## src/rtl/bit_serializer_pkg.sv

```systemverilog
// ============================================================================
// Module   : bit_serializer_pkg
// Brief    : Shared state encodings for the serializer and the 1011 detector.
// Revision : 1.0 - initial release
// ============================================================================
`default_nettype none

package bit_serializer_pkg;

  typedef enum logic {
    SER_IDLE  = 1'b0,
    SER_SHIFT = 1'b1
  } ser_state_e;

  // 1011 sequence detector states, named by the suffix matched so far
  localparam logic [2:0] c_DET_S0    = 3'd0;
  localparam logic [2:0] c_DET_S1    = 3'd1;
  localparam logic [2:0] c_DET_S10   = 3'd2;
  localparam logic [2:0] c_DET_S101  = 3'd3;
  localparam logic [2:0] c_DET_S1011 = 3'd4;

endpackage

`default_nettype wire

```

## src/rtl/bit_serializer.sv

```systemverilog
// ============================================================================
// Module   : bit_serializer
// Brief    : Parallel-to-serial converter with one-word holding buffer.
// Revision : 1.0 - initial release
// ============================================================================
`default_nettype none

module bit_serializer
  import bit_serializer_pkg::*;
#(
  parameter int WIDTH     = 8,
  parameter int MSB_FIRST = 1
) (
  input  logic             clk,
  input  logic             reset,
  input  logic             clr,
  input  logic [WIDTH-1:0] in_data,
  input  logic             in_valid,
  output logic             in_ready,
  output logic             out_bit,
  output logic             out_valid,
  output logic             out_last,
  output logic             busy
);

  localparam int             c_CW      = (WIDTH > 2) ? $clog2(WIDTH) : 1;
  localparam logic [c_CW-1:0] c_CNT_MAX = c_CW'(WIDTH - 1);

  ser_state_e       r_state;
  logic [WIDTH-1:0] r_shift;
  logic [WIDTH-1:0] r_hold;
  logic             r_hold_full;
  logic [c_CW-1:0]  r_cnt;

  ser_state_e       w_state_nxt;
  logic [WIDTH-1:0] w_shift_nxt;
  logic [WIDTH-1:0] w_hold_nxt;
  logic             w_hold_full_nxt;
  logic [c_CW-1:0]  w_cnt_nxt;
  logic [WIDTH-1:0] w_shift_adv;
  logic             w_head;
  logic             w_accept;
  logic             w_at_last;

  generate
    if (MSB_FIRST != 0) begin : g_msb_first
      assign w_head      = r_shift[WIDTH-1];
      assign w_shift_adv = {r_shift[WIDTH-2:0], 1'b0};
    end else begin : g_lsb_first
      assign w_head      = r_shift[0];
      assign w_shift_adv = {1'b0, r_shift[WIDTH-1:1]};
    end
  endgenerate

  // clr blocks acceptance even though in_ready may still read 1
  assign w_accept  = in_valid & ~r_hold_full & ~clr;
  assign w_at_last = (r_state == SER_SHIFT) && (r_cnt == c_CNT_MAX);

  always_comb begin
    w_state_nxt     = r_state;
    w_shift_nxt     = r_shift;
    w_hold_nxt      = r_hold;
    w_hold_full_nxt = r_hold_full;
    w_cnt_nxt       = r_cnt;
    if (clr) begin
      w_state_nxt     = SER_IDLE;
      w_shift_nxt     = '0;
      w_hold_full_nxt = 1'b0;
      w_cnt_nxt       = '0;
    end else begin
      case (r_state)
        SER_IDLE: begin
          if (w_accept) begin
            w_shift_nxt = in_data;
            w_cnt_nxt   = '0;
            w_state_nxt = SER_SHIFT;
          end
        end
        SER_SHIFT: begin
          if (r_cnt == c_CNT_MAX) begin
            w_cnt_nxt = '0;
            if (r_hold_full) begin
              w_shift_nxt     = r_hold;
              w_hold_full_nxt = 1'b0;
            end else if (w_accept) begin
              w_shift_nxt = in_data;
            end else begin
              w_shift_nxt = '0;
              w_state_nxt = SER_IDLE;
            end
          end else begin
            w_shift_nxt = w_shift_adv;
            w_cnt_nxt   = r_cnt + c_CW'(1);
            if (w_accept) begin
              w_hold_nxt      = in_data;
              w_hold_full_nxt = 1'b1;
            end
          end
        end
        default: w_state_nxt = SER_IDLE;
      endcase
    end
  end

  always_ff @(posedge clk or posedge reset) begin
    if (reset) begin
      r_state     <= SER_IDLE;
      r_shift     <= '0;
      r_hold      <= '0;
      r_hold_full <= 1'b0;
      r_cnt       <= '0;
    end else begin
      r_state     <= w_state_nxt;
      r_shift     <= w_shift_nxt;
      r_hold      <= w_hold_nxt;
      r_hold_full <= w_hold_full_nxt;
      r_cnt       <= w_cnt_nxt;
    end
  end

  assign in_ready  = ~r_hold_full;
  assign out_valid = (r_state == SER_SHIFT);
  assign out_bit   = out_valid & w_head;
  assign out_last  = w_at_last;
  assign busy      = (r_state == SER_SHIFT) | r_hold_full;

endmodule

`default_nettype wire
```

## config.mk

```make
export PLATFORM = sky130hd
export DESIGN_NAME = bit_serializer
export DESIGN_NICKNAME = d
export VERILOG_FILES = /design/src/rtl/bit_serializer_pkg.sv /design/src/rtl/bit_serializer.sv
export SDC_FILE = /design/constraint.sdc
export NUM_CORES = 1
export LEC_CHECK = 0
export BUFFER_PORTS_ARGS = -buffer_cell sky130_fd_sc_hd__buf_4
export CORE_MARGIN = 10
export CORE_UTILIZATION = 58
export CTS_CLUSTER_SIZE = 40
export DETAILED_ROUTE_END_ITERATION = 7
export PLACE_DENSITY = 0.81
export SLEW_MARGIN = 30
export SYNTH_ARGS = -nofsm -noshare
export SYNTH_HDL_FRONTEND = slang
export SYNTH_SLANG_ARGS = --single-unit
```

## constraint.sdc

```tcl
create_clock -name clk -period 3.2 [get_ports clk]
set_input_delay 0.32 -clock clk [delete_from_list [all_inputs] [get_ports clk]]
set_output_delay 0.32 -clock clk [all_outputs]
set_load 0.02 [all_outputs]
```

==> results of run 1 <==
## flip-flops by register name (all words and copies together), names as in the netlist
| name | cells |
|---|---|
| r_hold | 8 |
| r_shift | 8 |
| r_cnt | 3 |
| out_valid | 1 |
| r_hold_full | 1 |
## synthesized netlist by cell type, drive strengths merged
| cell | count | area share [%] |
|---|---|---|
| dfrtp | 21 | 48 |
| a221o | 5 | 4.6 |
| buf | 5 | 2.8 |
| nor2 | 11 | 3.8 |
| nor3b | 3 | 3.6 |
| a21o | 1 | 0.69 |
| nand2b | 4 | 2.3 |
| and4 | 1 | 0.81 |
| o2bb2ai | 2 | 1.6 |
| a22o | 5 | 4.0 |
| a21oi | 7 | 3.2 |
| nor2b | 2 | 1.2 |
| and2 | 1 | 0.58 |
| mux2 | 8 | 8.3 |
| inv | 5 | 1.7 |
| ha | 2 | 2.3 |
| a21boi | 2 | 1.4 |
| o31ai | 1 | 0.69 |
| a31oi | 1 | 0.58 |
| a311o | 1 | 0.92 |
| a32o | 5 | 4.6 |
| nand2 | 3 | 1.7 |
## per-stage QoR
step,utilization [%],cells
floorplan,-,96
global placement,69.0,132
detailed placement,69.0,132
CTS,70.6,136
global route,70.6,136
finish,70.6,136
## per-layer routing
metal  GRT usage [%]  share of wire (%)  vias to the layer above
li1                -                  -                      390
met1            13.6                 48                      387
met4            5.74                3.1                        0
met2            19.0                 46                       19
met3            2.12                2.8                        7
met5               0                  0                        -
## layout make-up
cell class                      instances  area share [%]
Inverter                                5            1.52
Clock buffer                            3            1.83
Clock inverter                          1           0.406
Sequential cell                        21            42.6
Multi-Input combinational cell         65            41.3
Timing Repair Buffer                   16            9.75
Tap cell                               25            2.54
## power breakdown
group	switching, uW	total [uW]	internal [uW]
clock network	80.0	127	46.7
registers	29.6	337	307
logic	51.5	112	60.0
## final timing paths
| check | from | endpoint | cells after the start | slack, ns |
|---|---|---|---|---|
| max | r_cnt[0]$_DFFE_PP0P_ | out_last | 5 | 1.07 |
| min | reset | r_shift[0]$_DFFE_PP0P_ | 2 | 0.14 |
| max reg2reg | r_cnt[0]$_DFFE_PP0P_ | r_hold[7]$_DFFE_PP0P_ | 5 | 1.30 |
| min reg2reg | r_shift[7]$_DFFE_PP0P_ | r_shift[7]$_DFFE_PP0P_ | 1 | 0.50 |
| max in group asynchronous | reset | r_hold[6]$_DFFE_PP0P_ | 2 | 2.58 |
| min in group clk | in_data[2] | r_hold[2]$_DFFE_PP0P_ | 2 | 0.25 |
## cells by family after synthesis
group	count (synthesis)	synth area share, %
buffers and inverters	10	4.50
DFF	21	48.5
and+or+nand+nor	25	14.0
adders and majority gates	2	2.31
muxes	8	8.31
AOI/OAI and AO/OA	30	22.4
## worst max-delay path, cell delays in order, from the launching register on
cell and delay (ns):
dfrtp_1 0.39, ha_1 0.16, ha_1 0.41, nand2_1 0.25
inv_1 0.15, buf_4 0.15
==> metrics.txt, run 1 <==
# TYPE chip_impl_metric gauge
chip_impl_metric{name="worstMarginPinSlew",unit="ns"} 0.766
chip_impl_metric{name="antennaDiodeCount",unit=""} 0
chip_impl_metric{name="max_clock_freq",unit="MHz"} 470
chip_impl_info{name="result_of_the_run",value="complete, no violations"} 1
chip_impl_metric{name="setup_total_negative_slack",unit="ns"} 0
chip_impl_metric{name="area_growth_syn_to_layout",unit="%"} 13.7
chip_impl_metric{name="drtAntennaViolNets",unit=""} 0
chip_impl_info{name="critical_path.endpoint_type",value="primary output"} 1
chip_impl_metric{name="die_area",unit="um^2"} 4000
chip_impl_metric{name="grt_pass1_wl",unit="um"} 3750
chip_impl_info{name="min_path_type",value="primary input to async pin"} 1
chip_impl_metric{name="report.final.slew_viol_count",unit=""} 0
chip_impl_metric{name="slew_margin_rel",unit="%"} 48.9
chip_impl_metric{name="route.detailed.drc",unit=""} 0
chip_impl_info{name="cts_tree",value="built"} 1
chip_impl_metric{name="report.final.hold_viol_count",unit=""} 0
chip_impl_info{name="mostFrequentLayoutCells",value="dfrtp_1, buf_4, nor2_1"} 1
chip_impl_metric{name="cts_inserted_buffers",unit=""} 3
chip_impl_metric{name="globalplace.congestion",unit=""} 0.781
chip_impl_metric{name="cts_setup_buffers",unit=""} 0
chip_impl_metric{name="route.vias.total",unit=""} 803
chip_impl_metric{name="grt_antenna_before_repair",unit=""} 0
chip_impl_metric{name="first_global_vias",unit=""} 810
chip_impl_metric{name="route.detailed.vias_per_inst",unit=""} 5.90
chip_impl_metric{name="synth_fp_nets",unit=""} 110
chip_impl_metric{name="worst_slack",unit="ns"} 1.07
chip_impl_metric{name="final_period_minus_worst_setup_slack",unit="ns"} 2.13
chip_impl_metric{name="ctsResizeCount",unit=""} 0
chip_impl_info{name="root_buffer",value="clkbuf_4"} 1
chip_impl_metric{name="dpl_worst_slack",unit="ns"} 1.31
chip_impl_metric{name="worstPathMaxFanout",unit=""} 12
chip_impl_metric{name="synth_seq_area_share",unit="%"} 48.5
chip_impl_metric{name="total_leakage_power",unit="uW"} 0.000583
chip_impl_metric{name="chipHeight",unit="um"} 63.2
chip_impl_metric{name="overflow",unit=""} 0
chip_impl_metric{name="post_synthesis_sequential_element_count",unit=""} 21
chip_impl_metric{name="synth_area_per_cell",unit="um^2"} 11.3
chip_impl_metric{name="die_w",unit="um"} 63.2
chip_impl_info{name="worst_setup_path_start_kind",value="flop"} 1
chip_impl_metric{name="global_route.usage.total",unit="%"} 11.4
chip_impl_metric{name="clockBufferDepth",unit=""} 2
chip_impl_metric{name="io_pins",unit=""} 17
chip_impl_metric{name="core.rowCount",unit=""} 15
chip_impl_metric{name="drt-pass1-iter-count",unit=""} 6
chip_impl_info{name="timing.setup.critical_path_class",value="flop to primary output"} 1
chip_impl_metric{name="core_region_area",unit="um^2"} 1750
chip_impl_metric{name="port-buffer-count",unit=""} 16
chip_impl_metric{name="placed_cell_area",unit="um^2"} 1200
chip_impl_metric{name="ctsHtreeMaxLevel",unit=""} 1
chip_impl_metric{name="clock_sink_count",unit=""} 21
chip_impl_metric{name="cts_clock_pin_slew_for_the_worst_setup_and_hold_paths",unit="ns"} 0.12
chip_impl_metric{name="synthesis.instances",unit=""} 96
chip_impl_metric{name="finalPower",unit="uW"} 575
chip_impl_metric{name="maxCapViolations",unit=""} 0
chip_impl_metric{name="final.period_utilization",unit="%"} 66.5
chip_impl_metric{name="initial_utilization",unit="%"} 62.1
chip_impl_metric{name="ctsHoldBuffers",unit=""} 0
chip_impl_metric{name="syn-cell-area",unit="um^2"} 1080
chip_impl_metric{name="worst-endpoint-arrival",unit="ns"} 1.81
chip_impl_metric{name="vdd_drop_max",unit="uV"} 272
chip_impl_metric{name="crit_required",unit="ns"} 2.88
chip_impl_metric{name="synth.lib_cells_used.distinct",unit=""} 27
chip_impl_metric{name="layout.area.seq",unit="um^2"} 526
chip_impl_metric{name="worst_hold_slack",unit="ns"} 0.139
chip_impl_metric{name="drive_gt1_share",unit="%"} 27.9
chip_impl_metric{name="insertion_delay",unit="ns"} 0.31
chip_impl_info{name="final_common_cell",value="dfrtp_1"} 1
chip_impl_metric{name="detail_route.iter0.violations",unit=""} 32
chip_impl_metric{name="stdcell_area",unit="um^2"} 1230
chip_impl_metric{name="finish.net_count",unit=""} 126
chip_impl_metric{name="multiInputGateArea",unit="um^2"} 509
chip_impl_metric{name="grt_start_max_net_pins",unit=""} 22
chip_impl_metric{name="routed_wl",unit="um"} 2240
chip_impl_metric{name="ys_warn_count",unit=""} 0
chip_impl_metric{name="cellPowerDensity",unit="nW/um^2"} 467
chip_impl_info{name="rsz0062_at_grt",value="false"} 1
chip_impl_metric{name="final.fill_count",unit=""} 142
chip_impl_metric{name="route.detailed.wl_per_inst",unit="um"} 16.5
chip_impl_metric{name="dp_hpwl",unit="um"} 1570
chip_impl_metric{name="clock-skew-final",unit="ns"} 0.0102
chip_impl_metric{name="finalSetupViolations",unit=""} 0
Power figures use the tool's default switching activity.
==> run 2: changes to the inputs <==
--- a/config.mk
+++ b/config.mk
@@ -5,12 +5,13 @@
 export SDC_FILE = /design/constraint.sdc
 export NUM_CORES = 1
 export LEC_CHECK = 0
+export ABC_AREA = 1
 export BUFFER_PORTS_ARGS = -buffer_cell sky130_fd_sc_hd__buf_4
 export CORE_MARGIN = 10
-export CORE_UTILIZATION = 58
+export CORE_UTILIZATION = 50
 export CTS_CLUSTER_SIZE = 40
 export DETAILED_ROUTE_END_ITERATION = 7
-export PLACE_DENSITY = 0.81
+export PLACE_DENSITY = 0.74
 export SLEW_MARGIN = 30
 export SYNTH_ARGS = -nofsm -noshare
 export SYNTH_HDL_FRONTEND = slang
==> constraint.sdc (replaced) <==
create_clock -name clk -period 1.9 [get_ports clk]
set_input_delay 0.19 -clock clk [delete_from_list [all_inputs] [get_ports clk]]
set_output_delay 0.19 -clock clk [all_outputs]
set_load 0.02 [all_outputs]
==> run 2 against run 1 <==
Against the previous run: global-route usage grew 0.15 points; combinational power grew 140%; via count grew 24%; synthesized cell count grew 70%; sequential cell count is the same; clock skew shrank 0.0095 ns; cell count grew 54%; largest power group unchanged.
==> metrics.txt, run 2 <==
# TYPE chip_impl_metric gauge
chip_impl_metric{name="die_w",unit="um"} 69.5
chip_impl_metric{name="worst_hold_slack",unit="ns"} 0.0215
chip_impl_metric{name="vdd_drop_max",unit="uV"} 602
chip_impl_info{name="root_buffer",value="clkbuf_4"} 1
chip_impl_metric{name="synth_edf_count",unit=""} 0
chip_impl_metric{name="power.internal",unit="uW"} 716
chip_impl_metric{name="combinationalPowerShare",unit="%"} 25.4
chip_impl_metric{name="dp_hpwl",unit="um"} 2080
chip_impl_metric{name="regToRegSetupSlack",unit="ns"} 0.24
chip_impl_info{name="synth.largest_area_cell",value="dfrtp_1"} 1
chip_impl_metric{name="finish.net_count",unit=""} 196
chip_impl_metric{name="cts_clock_pin_slew_for_the_worst_setup_and_hold_paths",unit="ns"} 0.11
chip_impl_metric{name="max_clock_freq",unit="MHz"} 565
chip_impl_metric{name="detailed_route_wirelength_on_metal2",unit="um"} 1260
chip_impl_metric{name="route.met3.wl",unit="um"} 102
chip_impl_info{name="synth_top_flop_cell",value="dfrtp_1"} 1
chip_impl_metric{name="ctsHoldBuffers",unit=""} 0
chip_impl_metric{name="power.sequential.fraction",unit="%"} 54.2
chip_impl_metric{name="synth_largest_type_area_fraction",unit="%"} 42.9
chip_impl_metric{name="synth_seq_area_share",unit="%"} 42.9
chip_impl_info{name="critical_path.cell_chain",value="ha_1 -> ha_1 -> nand2_4 -> inv_1 -> buf_4"} 1
chip_impl_metric{name="final_period_minus_worst_setup_slack",unit="ns"} 1.77
chip_impl_metric{name="detail_route.iter0.violations",unit=""} 70
chip_impl_metric{name="syn-cell-area",unit="um^2"} 1220
chip_impl_metric{name="drt-pass1-iter-count",unit=""} 4
chip_impl_metric{name="routed_wl",unit="um"} 2640
chip_impl_metric{name="cellPowerDensity",unit="nW/um^2"} 772
chip_impl_metric{name="route.vias.total",unit=""} 994
chip_impl_metric{name="cell_count_of_the_worst_reg_to_reg_path",unit=""} 9
chip_impl_info{name="regToRegStartpoint",value="r_cnt[0]$_DFFE_PP0P_"} 1
chip_impl_metric{name="initial_utilization",unit="%"} 53.8
chip_impl_metric{name="place_inst",unit=""} 205
chip_impl_metric{name="drt-met1-wl",unit="um"} 1240
chip_impl_metric{name="grt_antenna_before_repair",unit=""} 0
chip_impl_info{name="timing.rr.end",value="r_shift[3]$_DFFE_PP0P_"} 1
chip_impl_info{name="largest_registers",value="r_hold x8, r_shift x8, r_cnt x3"} 1
chip_impl_info{name="rsz0062_at_grt",value="false"} 1
chip_impl_metric{name="total_leakage_power",unit="uW"} 0.000796
chip_impl_metric{name="area_growth_syn_to_layout",unit="%"} 13.5
chip_impl_metric{name="synth_fp_nets",unit=""} 177
chip_impl_info{name="worst_setup_path_start_kind",value="flop"} 1
chip_impl_metric{name="worstPathMaxFanout",unit=""} 6
chip_impl_info{name="timing.setup.critical_path_class",value="flop to primary output"} 1
chip_impl_metric{name="cts_inserted_buffers",unit=""} 3
chip_impl_metric{name="grt_start_max_net_pins",unit=""} 22
chip_impl_metric{name="worst-path-buf-inv",unit=""} 2
chip_impl_metric{name="finalPower",unit="uW"} 1070
chip_impl_metric{name="die_area",unit="um^2"} 4830
chip_impl_info{name="critical_path.startpoint",value="r_cnt[0]$_DFFE_PP0P_"} 1
chip_impl_metric{name="route.detailed.vias_per_inst",unit=""} 4.76
chip_impl_metric{name="clock_sink_count",unit=""} 21
chip_impl_metric{name="io_pins",unit=""} 17
chip_impl_metric{name="setup_total_negative_slack",unit="ns"} 0
chip_impl_metric{name="worstMarginPinSlew",unit="ns"} 0.804
chip_impl_metric{name="drive_gt1_share",unit="%"} 25.4
chip_impl_metric{name="clock-skew-final",unit="ns"} 0.000705
chip_impl_info{name="synth_area_leaders",value="dfrtp_1, nand2_1, inv_1"} 1
chip_impl_info{name="critical_path.endpoint_type",value="primary output"} 1
chip_impl_info{name="result_of_the_run",value="complete, no violations"} 1
chip_impl_metric{name="power.share.clock",unit="%"} 20.4
chip_impl_metric{name="clockBufferDepth",unit=""} 2
chip_impl_info{name="synth_most_common_cell",value="nand2_1"} 1
chip_impl_metric{name="synth_area_per_cell",unit="um^2"} 7.51
chip_impl_metric{name="netSwitchingPower",unit="uW"} 358
chip_impl_metric{name="synthArstFlopShare",unit="%"} 100
chip_impl_info{name="cp_slowest_cell",value="dfrtp_1"} 1
chip_impl_metric{name="report.final.hold_viol_count",unit=""} 0
chip_impl_metric{name="finalSetupViolations",unit=""} 0
chip_impl_info{name="mostFrequentLayoutCells",value="nand2_1, inv_1, dfrtp_1"} 1
chip_impl_metric{name="antennaDiodeCount",unit=""} 0
chip_impl_metric{name="final.period_utilization",unit="%"} 93.2
chip_impl_metric{name="route.detailed.drc",unit=""} 0
chip_impl_info{name="cpLargestDelayFamily",value="adder cells"} 1
chip_impl_metric{name="insertion_delay",unit="ns"} 0.31
chip_impl_metric{name="ys_warn_count",unit=""} 0
chip_impl_metric{name="first_global_vias",unit=""} 1001
chip_impl_metric{name="post_layout_cell_count",unit=""} 209
chip_impl_metric{name="overflow",unit=""} 0
chip_impl_metric{name="route.detailed.wl_per_inst",unit="um"} 12.6
chip_impl_metric{name="synth.lib_cells_used.distinct",unit=""} 19
chip_impl_info{name="highest_layer",value="met4"} 1
chip_impl_metric{name="max_stage_delay",unit="ns"} 0.42
chip_impl_info{name="synth.top_cells.by_count",value="nand2_1, inv_1, dfrtp_1, nand3_1, nand2_2"} 1
chip_impl_info{name="final_common_cell",value="nand2_1"} 1
chip_impl_metric{name="port-buffer-count",unit=""} 16
chip_impl_metric{name="ctsHtreeMaxLevel",unit=""} 1
chip_impl_info{name="min_path_type",value="primary input to async pin"} 1
chip_impl_metric{name="global_route.usage.total",unit="%"} 11.5
chip_impl_info{name="cp_common_cell",value="ha_1"} 1
chip_impl_metric{name="chipHeight",unit="um"} 69.5
chip_impl_metric{name="maxCapViolations",unit=""} 0
chip_impl_metric{name="worst-endpoint-arrival",unit="ns"} 1.58
chip_impl_metric{name="crit_required",unit="ns"} 1.71
chip_impl_metric{name="grt_pass1_wl",unit="um"} 4670
chip_impl_metric{name="synthesis.instances",unit=""} 163
chip_impl_metric{name="cts_setup_buffers",unit=""} 0
chip_impl_metric{name="post_synthesis_sequential_element_count",unit=""} 21
chip_impl_metric{name="core.rowCount",unit=""} 17
chip_impl_metric{name="sw_frac_of_total",unit="%"} 33.3
chip_impl_metric{name="drtAntennaViolNets",unit=""} 0
chip_impl_metric{name="slew_margin_rel",unit="%"} 46.3
chip_impl_metric{name="globalplace.congestion",unit=""} 0.854
chip_impl_metric{name="core_region_area",unit="um^2"} 2280
chip_impl_info{name="cts_tree",value="built"} 1
chip_impl_metric{name="report.final.slew_viol_count",unit=""} 0
run 2: metrics by stage:
stage | cell area, um^2 | utilization (%) | setup WS, ns
after global routing | 1390 | 61.1 | 0.0169
after floorplan | 1220 | - | 0.447
after CTS | 1390 | 60.9 | 0.0812
final | 1390 | 61.1 | 0.129
after global placement | 1360 | 59.6 | 0.340
after detailed placement | 1360 | 59.6 | 0.275
run 2: cell type report:
type | count | area (um^2)
Fill cell | 202 | 886
Inverter | 27 | 109
Tap cell | 28 | 35.0
Sequential cell | 21 | 526
Timing Repair Buffer | 18 | 135
Clock buffer | 4 | 26.3
Multi-Input combinational cell | 111 | 559
run 2: power by group through the flow:
stage	combinational (uW)	clock, uW	sequential, uW
2_1_floorplan	211	0	572
3_3_place_gp	267	0	586
3_5_place_dp	276	0	589
4_1_cts	276	230	581
5_1_grt	312	251	589
6_report	273	219	582
run 2: worst max-delay path by stage:
stage | end | slack (ns) | cells after the start
CTS | out_last | 0.08 | 5
global route | out_last | 0.02 | 5
global placement | r_shift[0]$_DFFE_PP0P_ | 0.34 | 8
finish | out_last | 0.13 | 5
floorplan | r_shift[0]$_DFFE_PP0P_ | 0.45 | 8
detailed placement | r_shift[3]$_DFFE_PP0P_ | 0.28 | 9
run 2: routing by layer:
layer,global-route usage [%],vias up
li1,-,531
met1,14.3,446
met2,18.0,12
met3,3.42,5
met4,4.66,0
met5,0,-
run 2: kinds of logic (layout without fill, tap and decap cells):
group,Yosys count,after routing,share of synthesized area [%]
AND/OR/NAND/NOR,94,94,34.6
buffers and inverters,31,49,12.1
flip-flops,21,21,42.9
AO/OA/AOI/OAI,15,15,8.38
adder cells (fa/ha/maj),2,2,2.04
run 2: repair_timing:
action,4_1_cts,5_1_grt
resized for setup,1,1
setup endpoints to repair,1,1
pin swaps,0,1
run 2: worst register-to-register path: cells and delay by family (launching register included):
family,cells,cell delay [ns]
buf+inv,2,0.23
simple gates,5,0.42
fa+ha+maj,2,0.49
flops,1,0.42
==> run 3: changes to the inputs <==
--- a/config.mk
+++ b/config.mk
@@ -11,6 +11,7 @@
 export CORE_UTILIZATION = 50
 export CTS_CLUSTER_SIZE = 40
 export DETAILED_ROUTE_END_ITERATION = 7
+export GPL_TIMING_DRIVEN = 0
 export PLACE_DENSITY = 0.74
 export SLEW_MARGIN = 30
 export SYNTH_ARGS = -nofsm -noshare
==> run 3 against run 2 <==
Against the previous run: sequential cell count unchanged; highest routed layer unchanged; critical path depth unchanged; worst hold slack got worse by 0.014 ns; first-iteration DRC count is 1.4% higher; clock power is 2% higher; fmax up 2.4%; register-to-register slack gained 0.14 ns; global-route usage shrank 0.61 points; routed wire length fell by 0.19%; sequential power down 0.9%; combinational power increased by 6%; critical endpoint unchanged; die area unchanged.
==> metrics.txt, run 3 (synthesized netlist as in run 2, its figures left out) <==
# TYPE chip_impl_metric gauge
chip_impl_metric{name="final_period_minus_worst_setup_slack",unit="ns"} 1.73
chip_impl_info{name="final_common_cell",value="nand2_1"} 1
chip_impl_metric{name="initial_utilization",unit="%"} 53.8
chip_impl_metric{name="route.detailed.wl_per_inst",unit="um"} 12.5
chip_impl_metric{name="place_inst",unit=""} 207
chip_impl_metric{name="overflow",unit=""} 0
chip_impl_metric{name="vdd_drop_max",unit="uV"} 499
chip_impl_metric{name="worst-endpoint-arrival",unit="ns"} 1.54
chip_impl_metric{name="insertion_delay",unit="ns"} 0.31
chip_impl_metric{name="antennaDiodeCount",unit=""} 0
chip_impl_metric{name="finalSetupViolations",unit=""} 0
chip_impl_metric{name="die_w",unit="um"} 69.5
chip_impl_metric{name="cts_setup_buffers",unit=""} 0
chip_impl_info{name="worst_setup_path_start_kind",value="flop"} 1
chip_impl_metric{name="routed_wl",unit="um"} 2630
chip_impl_metric{name="total_leakage_power",unit="uW"} 0.000795
chip_impl_metric{name="worstMarginPinSlew",unit="ns"} 0.776
chip_impl_metric{name="route.detailed.vias_per_inst",unit=""} 4.90
chip_impl_info{name="critical_path.endpoint_type",value="primary output"} 1
chip_impl_metric{name="global_route.usage.total",unit="%"} 10.9
chip_impl_metric{name="max_clock_freq",unit="MHz"} 578
chip_impl_metric{name="cts_inserted_buffers",unit=""} 3
chip_impl_metric{name="maxCapViolations",unit=""} 0
chip_impl_metric{name="cell_count_of_the_worst_reg_to_reg_path",unit=""} 9
chip_impl_metric{name="finish.net_count",unit=""} 198
chip_impl_metric{name="final.fill_count",unit=""} 198
chip_impl_metric{name="layout.area.seq",unit="um^2"} 526
chip_impl_metric{name="chipHeight",unit="um"} 69.5
chip_impl_info{name="timing.rr.end",value="r_shift[0]$_DFFE_PP0P_"} 1
chip_impl_metric{name="clock_sink_count",unit=""} 21
chip_impl_metric{name="crit_required",unit="ns"} 1.71
chip_impl_info{name="largest_registers",value="r_hold x8, r_shift x8, r_cnt x3"} 1
chip_impl_info{name="cts_tree",value="built"} 1
chip_impl_info{name="cp_slowest_cell",value="dfrtp_1"} 1
chip_impl_metric{name="detail_route.iter0.violations",unit=""} 71
chip_impl_metric{name="first_global_vias",unit=""} 984
chip_impl_metric{name="cts_clock_pin_slew_for_the_worst_setup_and_hold_paths",unit="ns"} 0.12
chip_impl_metric{name="route.detailed.drc",unit=""} 0
chip_impl_metric{name="report.final.hold_viol_count",unit=""} 0
chip_impl_metric{name="die_area",unit="um^2"} 4830
chip_impl_metric{name="ctsHoldBuffers",unit=""} 0
chip_impl_metric{name="dp_hpwl",unit="um"} 2100
chip_impl_metric{name="io_pins",unit=""} 17
chip_impl_metric{name="regToRegSetupSlack",unit="ns"} 0.38
chip_impl_metric{name="max_stage_delay",unit="ns"} 0.42
chip_impl_metric{name="grt_antenna_before_repair",unit=""} 0
chip_impl_info{name="timing.setup.critical_path_class",value="flop to primary output"} 1
chip_impl_metric{name="final_util",unit="%"} 62.0
chip_impl_metric{name="core_region_area",unit="um^2"} 2280
chip_impl_metric{name="drive_gt1_share",unit="%"} 26.8
chip_impl_info{name="regToRegStartpoint",value="r_cnt[0]$_DFFE_PP0P_"} 1
chip_impl_metric{name="core.rowCount",unit=""} 17
chip_impl_info{name="mostFrequentLayoutCells",value="nand2_1, inv_1, dfrtp_1"} 1
chip_impl_metric{name="grt_pass1_wl",unit="um"} 4510
chip_impl_metric{name="clockBufferDepth",unit=""} 2
chip_impl_info{name="min_path_type",value="primary input to async pin"} 1
chip_impl_metric{name="setup_total_negative_slack",unit="ns"} 0
chip_impl_metric{name="slew_margin_rel",unit="%"} 48.2
chip_impl_metric{name="worstPathMaxFanout",unit=""} 6
chip_impl_metric{name="area_growth_syn_to_layout",unit="%"} 15.2
chip_impl_info{name="root_buffer",value="clkbuf_4"} 1
chip_impl_info{name="rsz0062_at_grt",value="false"} 1
chip_impl_metric{name="clock-skew-final",unit="ns"} 0.00596
chip_impl_metric{name="final.period_utilization",unit="%"} 91.0
chip_impl_metric{name="ctsHtreeMaxLevel",unit=""} 1
chip_impl_info{name="result_of_the_run",value="complete, no violations"} 1
chip_impl_metric{name="ctsResizeCount",unit=""} 0
chip_impl_metric{name="globalplace.congestion",unit=""} 0.863
chip_impl_info{name="critical_path.cell_chain",value="ha_1 -> ha_2 -> nand2_2 -> inv_1 -> buf_4"} 1
chip_impl_metric{name="port-buffer-count",unit=""} 16
chip_impl_metric{name="drt-pass1-iter-count",unit=""} 4
chip_impl_metric{name="post_layout_cell_count",unit=""} 211
chip_impl_metric{name="report.final.slew_viol_count",unit=""} 0
chip_impl_metric{name="drtAntennaViolNets",unit=""} 0
chip_impl_metric{name="route.vias.total",unit=""} 1033
chip_impl_metric{name="multiInputGateArea",unit="um^2"} 557
chip_impl_metric{name="grt_start_max_net_pins",unit=""} 22
chip_impl_metric{name="cellPowerDensity",unit="nW/um^2"} 772
==> run 3: cell count changes in the layout (fill, tap and decap cells not counted), sizes merged <==
cell	change
buf	+2
==> run 3: worst max path at each step <==
stage	start	end	slack (ns)	depth (start not counted)
finish	r_cnt[0]$_DFFE_PP0P_	out_last	0.17	5
detailed placement	r_cnt[0]$_DFFE_PP0P_	r_shift[7]$_DFFE_PP0P_	0.33	9
floorplan	r_cnt[0]$_DFFE_PP0P_	r_shift[0]$_DFFE_PP0P_	0.45	8
CTS	r_cnt[0]$_DFFE_PP0P_	out_last	0.03	5
global route	r_cnt[0]$_DFFE_PP0P_	out_last	0.09	5
global placement	r_cnt[0]$_DFFE_PP0P_	r_shift[6]$_DFFE_PP0P_	0.37	9
==> run 3: metrics by stage <==
step | setup WS (ns) | total power (uW) | hold WS, ns | area [um^2]
after detailed placement | 0.329 | 877 | 0.389 | 1380
final | 0.171 | 1090 | 0.00783 | 1410
after global routing | 0.0856 | 1160 | 0.0606 | 1410
after floorplan | 0.447 | 783 | 0.167 | 1220
after global placement | 0.369 | 857 | 0.377 | 1380
after CTS | 0.0253 | 1100 | 0.0381 | 1410
==> run 3: critical path, delay by kind of cell (launching register included) <==
family / cells / cell delay (ns)
buffers and inverters: 2 / 0.24
DFF: 1 / 0.42
and+or+nand+nor: 1 / 0.14
adders and majority gates: 2 / 0.43
==> run 3: cell type report <==
class                   count  area share (%)
flip-flops and latches     21            37.2
inverters                  27            7.71
well taps                  28            2.48
multi-input cells         111            39.5
plain buffers               4            2.75
clock buffers               4            1.86
repair buffers             16            8.51
==> run 3: per-layer routing <==
layer | up-vias | wire (um) | GRT usage, %
met5 | - | 0 | 0
met1 | 472 | 1180 | 13.2
li1 | 539 | - | -
met4 | 0 | 56 | 5.99
met2 | 16 | 1310 | 17.8
met3 | 6 | 83 | 1.85
==> run 3: power by group <==
part	internal, uW	switching (uW)
logic	116	174
clock network	82.0	141
registers	525	52.0
